<file path="src/rtl/audio_pkg.sv">
// ---------------------------------------------------------------------------
// audio_pkg
// Shared definitions for the audio stream reader slice.
//   - state_t      : playback sequencer states
//   - ADDR_W_DEF   : default memory word-address width
//   - DATA_W_DEF   : default sample / memory data width
// ---------------------------------------------------------------------------
package audio_pkg;

    localparam int ADDR_W_DEF = 26;
    localparam int DATA_W_DEF = 16;

    typedef enum logic [2:0] {
        IDLE,
        REQ,
        WAIT,
        PUSH,
        PAUSED,
        DRAIN
    } state_t;

endpackage

</file>
<file path="src/rtl/audio_stream_reader_if.sv">
// ---------------------------------------------------------------------------
// audio_stream_reader_if
// Groups the memory read handshake (req/gnt/rvalid) and the sample stream
// (valid/ready) used by the audio stream reader.
//   master : the reader side (drives mem_req/mem_addr, smp_valid/smp_data)
//   slave  : the memory + sink side (drives gnt/rvalid/rdata, smp_ready)
// ---------------------------------------------------------------------------
interface audio_stream_reader_if
    import audio_pkg::*;
#(
    parameter int ADDR_W = ADDR_W_DEF,
    parameter int DATA_W = DATA_W_DEF
);

    logic              mem_req;
    logic [ADDR_W-1:0] mem_addr;
    logic              mem_gnt;
    logic              mem_rvalid;
    logic [DATA_W-1:0] mem_rdata;

    logic              smp_valid;
    logic [DATA_W-1:0] smp_data;
    logic              smp_ready;

    modport master (
        output mem_req,
        output mem_addr,
        input  mem_gnt,
        input  mem_rvalid,
        input  mem_rdata,
        output smp_valid,
        output smp_data,
        input  smp_ready
    );

    modport slave (
        input  mem_req,
        input  mem_addr,
        output mem_gnt,
        output mem_rvalid,
        output mem_rdata,
        input  smp_valid,
        input  smp_data,
        output smp_ready
    );

endinterface

</file>
<file path="src/rtl/audio_track_table.sv">
// ---------------------------------------------------------------------------
// audio_track_table
// NUM_TRACKS x {start, end} word-address register file.
//   clk, reset           : clock, synchronous active-high reset (clears all)
//   cfg_we/cfg_track     : write strobe and entry index
//   cfg_start/cfg_end    : values written (start inclusive, end exclusive)
//   rd_track             : combinational read index
//   rd_start/rd_end      : entry contents, or 0/0 for an out-of-range index
// ---------------------------------------------------------------------------
module audio_track_table
    import audio_pkg::*;
#(
    parameter int ADDR_W     = ADDR_W_DEF,
    parameter int NUM_TRACKS = 8,
    parameter int TRACK_W    = 3
) (
    input  logic               clk,
    input  logic               reset,
    input  logic               cfg_we,
    input  logic [TRACK_W-1:0] cfg_track,
    input  logic [ADDR_W-1:0]  cfg_start,
    input  logic [ADDR_W-1:0]  cfg_end,
    input  logic [TRACK_W-1:0] rd_track,
    output logic [ADDR_W-1:0]  rd_start,
    output logic [ADDR_W-1:0]  rd_end
);

    // One extra bit so the bound compare works even when 2^TRACK_W == NUM_TRACKS.
    localparam logic [TRACK_W:0] NUM_TRACKS_EXT = (TRACK_W + 1)'(NUM_TRACKS);

    logic [ADDR_W-1:0] start_mem [NUM_TRACKS];
    logic [ADDR_W-1:0] end_mem   [NUM_TRACKS];

    logic wr_in_range;
    logic rd_in_range;

    assign wr_in_range = ({1'b0, cfg_track} < NUM_TRACKS_EXT);
    assign rd_in_range = ({1'b0, rd_track}  < NUM_TRACKS_EXT);

    // Entry storage: reset leaves every track empty (start = end = 0), so an
    // unconfigured track plays as "done immediately". Writes to indices past
    // the table are dropped rather than aliased onto a real entry.
    always_ff @(posedge clk) begin
        if (reset) begin
            for (int i = 0; i < NUM_TRACKS; i++) begin
                start_mem[i] <= '0;
                end_mem[i]   <= '0;
            end
        end else if (cfg_we && wr_in_range) begin
            start_mem[cfg_track] <= cfg_start;
            end_mem[cfg_track]   <= cfg_end;
        end
    end

    // Read port: an out-of-range track looks like an empty entry.
    always_comb begin
        rd_start = '0;
        rd_end   = '0;
        if (rd_in_range) begin
            rd_start = start_mem[rd_track];
            rd_end   = end_mem[rd_track];
        end
    end

endmodule

</file>
<file path="src/rtl/audio_stream_reader.sv">
// ---------------------------------------------------------------------------
// audio_stream_reader
// Plays tracks out of word-addressed memory: one read at a time through a
// req/gnt/rvalid handshake, each word forwarded to a valid/ready sample sink.
// Supports pause/resume, stop (draining any read in flight), loop mode and a
// one-cycle end-of-track pulse.
//   clk, reset             : clock, synchronous active-high reset
//   cfg_we/cfg_track/
//   cfg_start/cfg_end      : track table write port
//   cmd_play/pause/stop    : commands (stop > pause > play)
//   sel_track              : track picked by cmd_play from IDLE
//   loop_en                : sampled at end of track, 1 restarts the track
//   bus (master)           : mem_req/mem_addr/mem_gnt/mem_rvalid/mem_rdata,
//                            smp_valid/smp_data/smp_ready
//   busy/paused            : state != IDLE / state == PAUSED
//   track_done             : one-cycle end-of-track pulse
//   cur_track              : track latched by the last play from IDLE
// ---------------------------------------------------------------------------
module audio_stream_reader
    import audio_pkg::*;
#(
    parameter int ADDR_W     = ADDR_W_DEF,
    parameter int DATA_W     = DATA_W_DEF,
    parameter int NUM_TRACKS = 8,
    parameter int TRACK_W    = 3
) (
    input  logic                  clk,
    input  logic                  reset,
    input  logic                  cfg_we,
    input  logic [TRACK_W-1:0]    cfg_track,
    input  logic [ADDR_W-1:0]     cfg_start,
    input  logic [ADDR_W-1:0]     cfg_end,
    input  logic                  cmd_play,
    input  logic                  cmd_pause,
    input  logic                  cmd_stop,
    input  logic [TRACK_W-1:0]    sel_track,
    input  logic                  loop_en,
    audio_stream_reader_if.master bus,
    output logic                  busy,
    output logic                  paused,
    output logic                  track_done,
    output logic [TRACK_W-1:0]    cur_track
);

    state_t             state, state_n;
    logic [ADDR_W-1:0]  addr, addr_n;
    logic [ADDR_W-1:0]  start_r, start_n;
    logic [ADDR_W-1:0]  end_r, end_n;
    logic [TRACK_W-1:0] track_r, track_n;
    logic [DATA_W-1:0]  smp_r, smp_n;
    logic               pause_pending, pause_pending_n;
    logic               done_r, done_n;

    logic [ADDR_W-1:0]  tbl_start;
    logic [ADDR_W-1:0]  tbl_end;
    logic [ADDR_W-1:0]  addr_inc;
    logic               at_end;

    audio_track_table #(
        .ADDR_W     (ADDR_W),
        .NUM_TRACKS (NUM_TRACKS),
        .TRACK_W    (TRACK_W)
    ) u_table (
        .clk       (clk),
        .reset     (reset),
        .cfg_we    (cfg_we),
        .cfg_track (cfg_track),
        .cfg_start (cfg_start),
        .cfg_end   (cfg_end),
        .rd_track  (sel_track),
        .rd_start  (tbl_start),
        .rd_end    (tbl_end)
    );

    assign addr_inc = addr + ADDR_W'(1);
    assign at_end   = (addr_inc == end_r);

    // State and working registers. start/end are private copies taken at
    // play time, so table rewrites never disturb a track already playing.
    always_ff @(posedge clk) begin
        if (reset) begin
            state         <= IDLE;
            addr          <= '0;
            start_r       <= '0;
            end_r         <= '0;
            track_r       <= '0;
            smp_r         <= '0;
            pause_pending <= 1'b0;
            done_r        <= 1'b0;
        end else begin
            state         <= state_n;
            addr          <= addr_n;
            start_r       <= start_n;
            end_r         <= end_n;
            track_r       <= track_n;
            smp_r         <= smp_n;
            pause_pending <= pause_pending_n;
            done_r        <= done_n;
        end
    end

    // Next-state logic. A read that has been granted is always seen through
    // to its rvalid (WAIT or DRAIN), so pause/stop arriving together with gnt
    // are folded into the post-grant handling instead of abandoning the read.
    always_comb begin
        state_n         = state;
        addr_n          = addr;
        start_n         = start_r;
        end_n           = end_r;
        track_n         = track_r;
        smp_n           = smp_r;
        pause_pending_n = pause_pending;
        done_n          = 1'b0;

        case (state)
            IDLE: begin
                if (cmd_play && !cmd_stop && !cmd_pause) begin
                    track_n = sel_track;
                    start_n = tbl_start;
                    end_n   = tbl_end;
                    addr_n  = tbl_start;
                    if (tbl_start >= tbl_end) begin
                        done_n = 1'b1;
                    end else begin
                        state_n = REQ;
                    end
                end
            end

            REQ: begin
                if (bus.mem_gnt) begin
                    if (cmd_stop) begin
                        state_n = DRAIN;
                    end else begin
                        state_n = WAIT;
                        if (cmd_pause) begin
                            pause_pending_n = 1'b1;
                        end
                    end
                end else if (cmd_stop) begin
                    state_n = IDLE;
                end else if (cmd_pause) begin
                    state_n = PAUSED;
                end
            end

            WAIT: begin
                if (cmd_stop) begin
                    pause_pending_n = 1'b0;
                    state_n         = bus.mem_rvalid ? IDLE : DRAIN;
                end else begin
                    if (cmd_pause) begin
                        pause_pending_n = 1'b1;
                    end
                    if (bus.mem_rvalid) begin
                        smp_n   = bus.mem_rdata;
                        state_n = PUSH;
                    end
                end
            end

            DRAIN: begin
                if (bus.mem_rvalid) begin
                    state_n = IDLE;
                end
            end

            // End of track wins over a pending pause; the pending flag is
            // dropped either way once the sample leaves.
            PUSH: begin
                if (cmd_stop) begin
                    pause_pending_n = 1'b0;
                    state_n         = IDLE;
                end else if (bus.smp_ready) begin
                    addr_n          = addr_inc;
                    pause_pending_n = 1'b0;
                    if (at_end) begin
                        if (loop_en) begin
                            addr_n  = start_r;
                            state_n = REQ;
                        end else begin
                            done_n  = 1'b1;
                            state_n = IDLE;
                        end
                    end else if (pause_pending || cmd_pause) begin
                        state_n = PAUSED;
                    end else begin
                        state_n = REQ;
                    end
                end else if (cmd_pause) begin
                    pause_pending_n = 1'b1;
                end
            end

            PAUSED: begin
                if (cmd_stop) begin
                    state_n = IDLE;
                end else if (cmd_play && !cmd_pause) begin
                    state_n = REQ;
                end
            end

            default: begin
                state_n         = IDLE;
                pause_pending_n = 1'b0;
            end
        endcase
    end

    assign bus.mem_req   = (state == REQ);
    assign bus.mem_addr  = addr;
    assign bus.smp_valid = (state == PUSH);
    assign bus.smp_data  = smp_r;

    assign busy       = (state != IDLE);
    assign paused     = (state == PAUSED);
    assign track_done = done_r;
    assign cur_track  = track_r;

endmodule
</file>
<file path="src/flat_wrapper.sv">
// flat-port wrapper written by rule: the top's interface ports become plain ports
module audio_stream_reader_flat import audio_pkg::*;
#(
    parameter int ADDR_W     = ADDR_W_DEF,
    parameter int DATA_W     = DATA_W_DEF,
    parameter int NUM_TRACKS = 8,
    parameter int TRACK_W    = 3
)
  (clk, reset, cfg_we, cfg_track, cfg_start, cfg_end, cmd_play, cmd_pause, cmd_stop, sel_track, loop_en, busy, paused, track_done, cur_track, bus_mem_req, bus_mem_addr, bus_mem_gnt, bus_mem_rvalid, bus_mem_rdata, bus_smp_valid, bus_smp_data, bus_smp_ready);
  audio_stream_reader_if #(.ADDR_W(ADDR_W), .DATA_W(DATA_W)) bus_i ();
  input  logic clk;
  input  logic reset;
  input  logic cfg_we;
  input  logic [TRACK_W-1:0] cfg_track;
  input  logic [ADDR_W-1:0] cfg_start;
  input  logic [ADDR_W-1:0] cfg_end;
  input  logic cmd_play;
  input  logic cmd_pause;
  input  logic cmd_stop;
  input  logic [TRACK_W-1:0] sel_track;
  input  logic loop_en;
  output logic busy;
  output logic paused;
  output logic track_done;
  output logic [TRACK_W-1:0] cur_track;
  output wire logic [$bits(bus_i.mem_req)-1:0] bus_mem_req;
  output wire logic [$bits(bus_i.mem_addr)-1:0] bus_mem_addr;
  input wire logic [$bits(bus_i.mem_gnt)-1:0] bus_mem_gnt;
  input wire logic [$bits(bus_i.mem_rvalid)-1:0] bus_mem_rvalid;
  input wire logic [$bits(bus_i.mem_rdata)-1:0] bus_mem_rdata;
  output wire logic [$bits(bus_i.smp_valid)-1:0] bus_smp_valid;
  output wire logic [$bits(bus_i.smp_data)-1:0] bus_smp_data;
  input wire logic [$bits(bus_i.smp_ready)-1:0] bus_smp_ready;
  assign bus_mem_req = bus_i.mem_req;
  assign bus_mem_addr = bus_i.mem_addr;
  assign bus_i.mem_gnt = bus_mem_gnt;
  assign bus_i.mem_rvalid = bus_mem_rvalid;
  assign bus_i.mem_rdata = bus_mem_rdata;
  assign bus_smp_valid = bus_i.smp_valid;
  assign bus_smp_data = bus_i.smp_data;
  assign bus_i.smp_ready = bus_smp_ready;
  audio_stream_reader #(.ADDR_W(ADDR_W), .DATA_W(DATA_W), .NUM_TRACKS(NUM_TRACKS), .TRACK_W(TRACK_W)) u_core (.clk(clk), .reset(reset), .cfg_we(cfg_we), .cfg_track(cfg_track), .cfg_start(cfg_start), .cfg_end(cfg_end), .cmd_play(cmd_play), .cmd_pause(cmd_pause), .cmd_stop(cmd_stop), .sel_track(sel_track), .loop_en(loop_en), .bus(bus_i), .busy(busy), .paused(paused), .track_done(track_done), .cur_track(cur_track));
endmodule
</file>
<file path="config.mk">
export PLATFORM = sky130hd
export DESIGN_NAME = audio_stream_reader_flat
export DESIGN_NICKNAME = d
export VERILOG_FILES = /design/src/rtl/audio_pkg.sv /design/src/rtl/audio_stream_reader_if.sv /design/src/rtl/audio_track_table.sv /design/src/rtl/audio_stream_reader.sv /design/src/flat_wrapper.sv
export SDC_FILE = /design/constraint.sdc
export NUM_CORES = 1
export LEC_CHECK = 0
export BUFFER_PORTS_ARGS = -buffer_cell sky130_fd_sc_hd__buf_2
export CAP_MARGIN = 25
export CELL_PAD_IN_SITES_DETAIL_PLACEMENT = 1
export CELL_PAD_IN_SITES_GLOBAL_PLACEMENT = 2
export CORE_MARGIN = 2
export CORE_UTILIZATION = 44
export DETAILED_ROUTE_END_ITERATION = 10
export GPL_ROUTABILITY_DRIVEN = 0
export GPL_TIMING_DRIVEN = 0
export PLACE_DENSITY = 0.88
export SYNTH_ARGS = -nofsm -noshare
export SYNTH_HDL_FRONTEND = slang
export SYNTH_SLANG_ARGS = --single-unit
</file>
<file path="constraint.sdc">
create_clock -name clk -period 5.7 [get_ports clk]
set_input_delay 1.14 -clock clk [delete_from_list [all_inputs] [get_ports clk]]
set_output_delay 1.14 -clock clk [all_outputs]
set_load 0.02 [all_outputs]
</file>
# Word-level counts from Yosys, hierarchy flattened
# Memories as Yosys holds them, arrays and structs flattened.
# Index checks and enable logic that the tools add are counted.
# word_totals
ff_bits,102
ram_bits,416
inputBits,84
elab_cells,97
mem_count,2
# mem_list
memory,words,word_bits,rd,rd_ports_with_merged_regs,write_ports,line_no,text
u_core.u_table.end_mem,8,26,1,0,8,audio_track_table.sv:32,logic [ADDR_W-1:0] end_mem [NUM_TRACKS];
u_core.u_table.start_mem,8,26,1,0,8,audio_track_table.sv:31,logic [ADDR_W-1:0] start_mem [NUM_TRACKS];
# op_classes
n_addsub,1
order_cmp,1
eq_ne,17
n_mux,49
bitwise_logic,2
reduce_logical,17
# ops
op,count
$mux W26,7
$mux W3,18
$pmux W26 S2,1
$reduce_or A26 Y1,2
$add A26 B1 Y26 const B,1
$eq A26 B26 Y1,1
$ge A26 B26 Y1,1
$mux W1,20
$pmux W3 S6,1
$ne A2 B2 Y1 const B,4
$reduce_and A7 Y1,1
$eq A3 B2 Y1 const B,2
$eq A3 B3 Y1 const B,2
$ne A2 B1 Y1 const B,3
$ne A3 B2 Y1 const B,2
$reduce_and A3 Y1,2
$ne A4 B3 Y1 const B,1
$pmux W1 S4,1
$reduce_and A4 Y1,1
$eq A3 B1 Y1 const B,1
$logic_and A1 B1 Y1,3
$logic_not A3 Y1,1
$ne A3 B3 Y1 const B,1
$reduce_bool A3 Y1,1
other kinds (7),9

# Depth between registers and ports, before layout
# depth
ltp_word,6
ltp_mapped,15
ltp_nobuf,13

# By module
# From an unflattened synthesis, not the netlist that was laid out.
# hier_totals
hier_cells,1977
hier_area_um2,24582.3
# by_module_without_submodules
module,n_inst,cells_each,area_each_um2
audio_track_table,1,1178,18372.6
audio_stream_reader,1,799,6209.7

# Worst setup path after synthesis
# Ideal clock, no wire load.
# synth_timing
path_kind,input to register
start,in sel_track[0]
end,reg u_core.done_r (netlist: u_core.track_done)
setup_time_ns,0.095
arrival_ns,4.667
setup_slack_ns,0.937
path_stages,15
path_buffers,3
cell_sequence,clkbuf_1 buf_1 buf_1 mux4_2 mux2i_1 ha_1 nor2b_1 o211ai_1 a21oi_1 o311ai_0 a2111oi_0 nor3_1 nor4_1 o21ai_0 a221oi_1
# synth_between
elab_chain_cells,5
elab_cells_between_ends,6
cone_classes,1 x order compare; 3 x mux; 2 x memory
# synth_lines
element,line_no,text
"start, declared",flat_wrapper.sv:20,input logic [TRACK_W-1:0] sel_track;
$mem_v2 Z8 W26 (on tied branches),--,
$ge A26 B26 Y1 *,audio_stream_reader.sv:122,if (tbl_start >= tbl_end) begin
$mux W1 *,audio_stream_reader.sv:122,
$mux W1 *,audio_stream_reader.sv:117,if (cmd_play && !cmd_stop && !cmd_pause) begin
$pmux W1 S2 *,audio_stream_reader.sv:115,case (state)
"end signal, assigned",audio_stream_reader.sv:98,done_r <= done_n;
"end, declared",audio_stream_reader.sv:52,"logic done_r, done_n;"
# Every way passes the cells marked *; elsewhere a longest branch is shown, timed or not.
# A chain may end at the register's enable or synchronous reset.

# Final worst setup path
# layout_timing
start,in sel_track[1]
end,reg u_core.state[0]
# layout_between
elab_chain_cells,4
elab_cells_between_ends,5
cone_classes,1 x order compare; 1 x eq/ne; 1 x reduce/logical; 2 x memory
# layout_lines
element,line_no,text
$mem_v2 Z8 W26 (on tied branches),--,
$ge A26 B26 Y1 *,audio_stream_reader.sv:122,
$ne A2 B2 Y1 (no source line) *,--,
$reduce_and A7 Y1 (no source line) *,--,
"end signal, assigned",audio_stream_reader.sv:91,state <= state_n;
"end, declared",audio_stream_reader.sv:45,"state_t state, state_n;"
# Marks and branches as above.

==> flow_metrics.py <==
metrics = {
    "placed_design": {
        "place_area_mm2": 0.0263,
        "post-dp-hpwl_mm": 52.1,
        "port_buffer_cells": 130,
        "preCtsSetupSlack_ps": -1240,
    },
    "sta": {
        "grt_setup_unrepaired": "false",
        "period_minus_slack_ps": 5240,
        "hold_viol": 0,
        "max-slew-margin-rel_pct": 31.5,
        "period_share_pct": 91.9,
        "setup_violations": 0,
        "post-route-worst-setup-slack_ps": 461,
        "timing_max_transition_violations_final": 0,
        "finClkSkew_ps": 15.6,
        "achievable-frequency_mhz": 191,
        "fin_worst_hold_slack_ps": 452,
        "worst_slew_pin_slew_ps": 1020,
    },
    "worst_setup_path": {
        "cp_arrival_ps": 5800,
        "timing.critical_path.required_ps": 6260,
        "cp-start-kind": "primary input",
        "worstSetupPathType": "primary input to register",
        "worstSetupEndpointType": "register",
        "timing.critical_path.fanout_max": 10,
    },
    "floorplan": {
        "starting_utilization_of_the_core_area_pct": 44.4,
        "core.rowCount": 86,
        "design.portCount": 134,
        "core_mm2": 0.0550,
        "die_h_um": 240,
        "floorplan.die.width_um": 240,
        "floorplan.die_area_mm2": 0.0574,
    },
    "synth": {
        "syn_nets": 1927,
        "post_synth_most_frequent_cells": "420 x and2_1, 416 x edfxtp_1, 113 x nor2_1, 104 x mux4_2, 102 x dfxtp_1",
        "synth_area_leaders": "edfxtp_1 51%, and2_1 11%, mux4_2 9.6%, dfxtp_1 8.4%, nor2_1 1.7%",
        "sequential_fraction_of_the_synthesis_area_pct": 59.5,
        "post-synth-top-area-fraction_pct": 51.2,
        "syn_inst": 1814,
        "number_of_synthesized_register_bits": 518,
        "post_synth.cell_area_avg_um2": 13.5,
        "yosysUniqueCellTypes": 68,
        "synth_async_sr_flop_share_pct": 0,
        "leading_cell_type_by_number_of_instances_after_synthesis": "and2_1",
        "dominantRegCellSynth": "edfxtp_1",
        "yosys.area.top_type": "edfxtp_1",
        "synth_enable_flop_cells": 416,
        "area_of_the_mapped_netlist_mm2": 0.0244,
        "yosys_warnings": 0,
    },
    "power": {
        "fraction_of_power_spent_switching_nets_pct": 26.8,
        "power.clock.fraction_pct": 37.7,
        "power.switching_mw": 2.47,
        "cellPowerDensity_mw_per_mm2": 329,
        "power.leakage_nw": 10.2,
        "power.combinational.fraction_pct": 13.9,
        "ir_drop_mv": 0.286,
        "sequentialPowerShare_pct": 48.4,
        "p_int_mw": 6.76,
    },
    "global_route": {
        "first_global_vias": 17200,
        "grt_antenna_before_repair": 9,
        "grt_start_max_net_pins": 47,
        "first_pass_grt_wire_length_mm": 111,
        "grt_use_total_pct": 26.6,
        "grt-ovfl-total": 0,
    },
    "clocking": {
        "insertion_delay_ps": 630,
        "max-clock-path-buffers": 3,
        "cts_buffers": 56,
        "cts.hold.buffers_added": 0,
        "ctsHtreeMaxLevel": 2,
        "clock-sinks": 518,
        "tritoncts": "done",
        "ctsRootBufferMaster": "clkbuf_16",
        "cts.reportedPaths.clkPinSlew_ps": 60,
    },
    "final_layout": {
        "multi_input_comb_area_mm2": 0.00935,
        "post-route-cell-area_mm2": 0.0281,
        "num-nets-final": 2132,
        "num-fill-cells": 5557,
        "layout-area-overhead-vs-synth_pct": 15.1,
        "ff_latch_area_mm2": 0.0145,
        "final_layout_size_suffix_gt1_share_pct": 19.4,
    },
    "detailed_routing": {
        "remaining_drc_errors": 0,
        "totalWireLength_mm": 75.3,
        "detail_route.first_pass.iterations": 5,
        "vias": 16200,
        "drt_iter0_markers": 1593,
        "vias_per_cell": 5.76,
        "routedWlPerCell_um": 26.7,
        "postRouteAntennaNets": 0,
    },
    "flow_run": {
        "cap_viol_max_count": 0,
    },
    "hold_path": {
        "timing.hold.worst.class": "register to register",
    },
    "run_status": {
        "run_status": "finished clean",
    },
}
state kept, by name (all words and copies together), names as in the netlist:
register / flops
u_core.bus.mem_addr: 26
u_core.end_r: 26
u_core.u_table.end_mem: 208
u_core.cur_track: 3
u_core.bus.smp_data: 16
u_core.state: 3
u_core.pause_pending: 1
u_core.track_done: 1
u_core.start_r: 26
u_core.u_table.start_mem: 208
through the flow:
stage | std cells | setup TNS (ps) | power, mW | util, %
after floorplan | 1814 | 0 | 5.28 | -
after global placement | 2692 | -2140 | 5.73 | 47.3
after detailed placement | 2705 | -2240 | 5.82 | 47.8
after CTS | 2806 | 0 | 9.27 | 51.0
after global routing | 2810 | 0 | 9.55 | 51.1
final | 2814 | 0 | 9.24 | 51.1
layer usage:
metal / up-vias / global-route usage (%) / share of wire (%)
met4: 8 / 10.2 / 3.6
met2: 597 / 44.0 / 49
li1: 7103 / - / -
met3: 171 / 5.79 / 7.1
met1: 8329 / 34.4 / 41
met5: - / 0 / 0.066
layout make-up:
| class | count | area share, % |
|---|---|---|
| Sequential cell | 518 | 51.7 |
| Multi-Input combinational cell | 1151 | 33.3 |
| Clock buffer | 71 | 5.30 |
| Timing Repair Buffer | 147 | 3.48 |
| Tap cell | 748 | 3.33 |
| Buffer | 121 | 1.78 |
| Clock inverter | 30 | 0.784 |
| Inverter | 24 | 0.321 |
| Antenna cell | 4 | 0.0356 |
worst paths after layout:
check / endpoint / cells past startpoint / startpoint / slack [ps]
setup / recovery: u_core.state[0] / 15 / sel_track[1] / 460
hold reg to reg: u_core.bus.smp_data[0] / 2 / u_core.bus.smp_data[0] / 450
hold / removal: u_core.bus.smp_data[0] / 2 / u_core.bus.smp_data[0] / 450
setup reg to reg: u_core.bus.mem_addr[11] / 11 / u_core.bus.mem_addr[1] / 740
power groups by stage:
stage | registers (mW) | clock network [mW] | logic [mW]
4_1_cts | 4.47 | 3.52 | 1.28
6_report | 4.47 | 3.48 | 1.29
2_1_floorplan | 4.51 | 0 | 0.766
3_5_place_dp | 4.55 | 0 | 1.27
3_3_place_gp | 4.53 | 0 | 1.21
5_1_grt | 4.49 | 3.67 | 1.38
worst max-delay path, stage by stage:
cell	delay, ps
clkbuf_1	350
clkbuf_1	550
clkbuf_1	710
mux4_2	430
mux2i_1	670
ha_1	370
a21o_1	160
a21o_1	170
a21o_1	190
a211oi_1	280
o31ai_1	170
nand2_1	100
o21ai_0	80
a211o_1	290
a21oi_1	110
cell usage in the layout, fill, tap and decap left out, types with 6 or more instances in the layout:
cell type / instances
and2_1: 420
edfxtp_1: 416
buf_2: 141
nor2_1: 113
mux4_2: 104
clkbuf_1: 102
dfxtp_1: 102
nand2_1: 65
clkbuf_16: 57
a21oi_1: 44
mux2i_1: 41
a211oi_1: 38
nor3_1: 32
ha_1: 29
mux2_2: 25
inv_1: 24
xnor2_1: 23
nand3_1: 19
a2111oi_0: 17
clkinv_1: 14
buf_1: 13
xor2_1: 13
nand4_1: 12
and3_1: 11
o21ai_0: 11
nand2b_1: 10
clkinv_2: 10
o22ai_1: 9
a31oi_1: 9
nor2b_1: 9
or2_4: 8
a21o_1: 8
buf_16: 7
nor4_1: 6
mux2_4: 6
buf_8: 6
logic make-up after synthesis:
kind of cell | Yosys count | share of synthesized area (%)
and+or+nand+nor | 728 | 16.8
DFF | 518 | 59.5
AOI/OAI and AO/OA | 177 | 5.36
muxes | 177 | 12.8
buffers and inverters | 145 | 2.33
xor gates and xnor gates | 40 | 1.66
adders and majority gates | 29 | 1.49
timing repair:
item | in CTS | in global routing
resized for setup | 7 | 5
setup buffers | 0 | 0
setup endpoints to repair | 2 | 2
(Power assumes the default switching activity.)
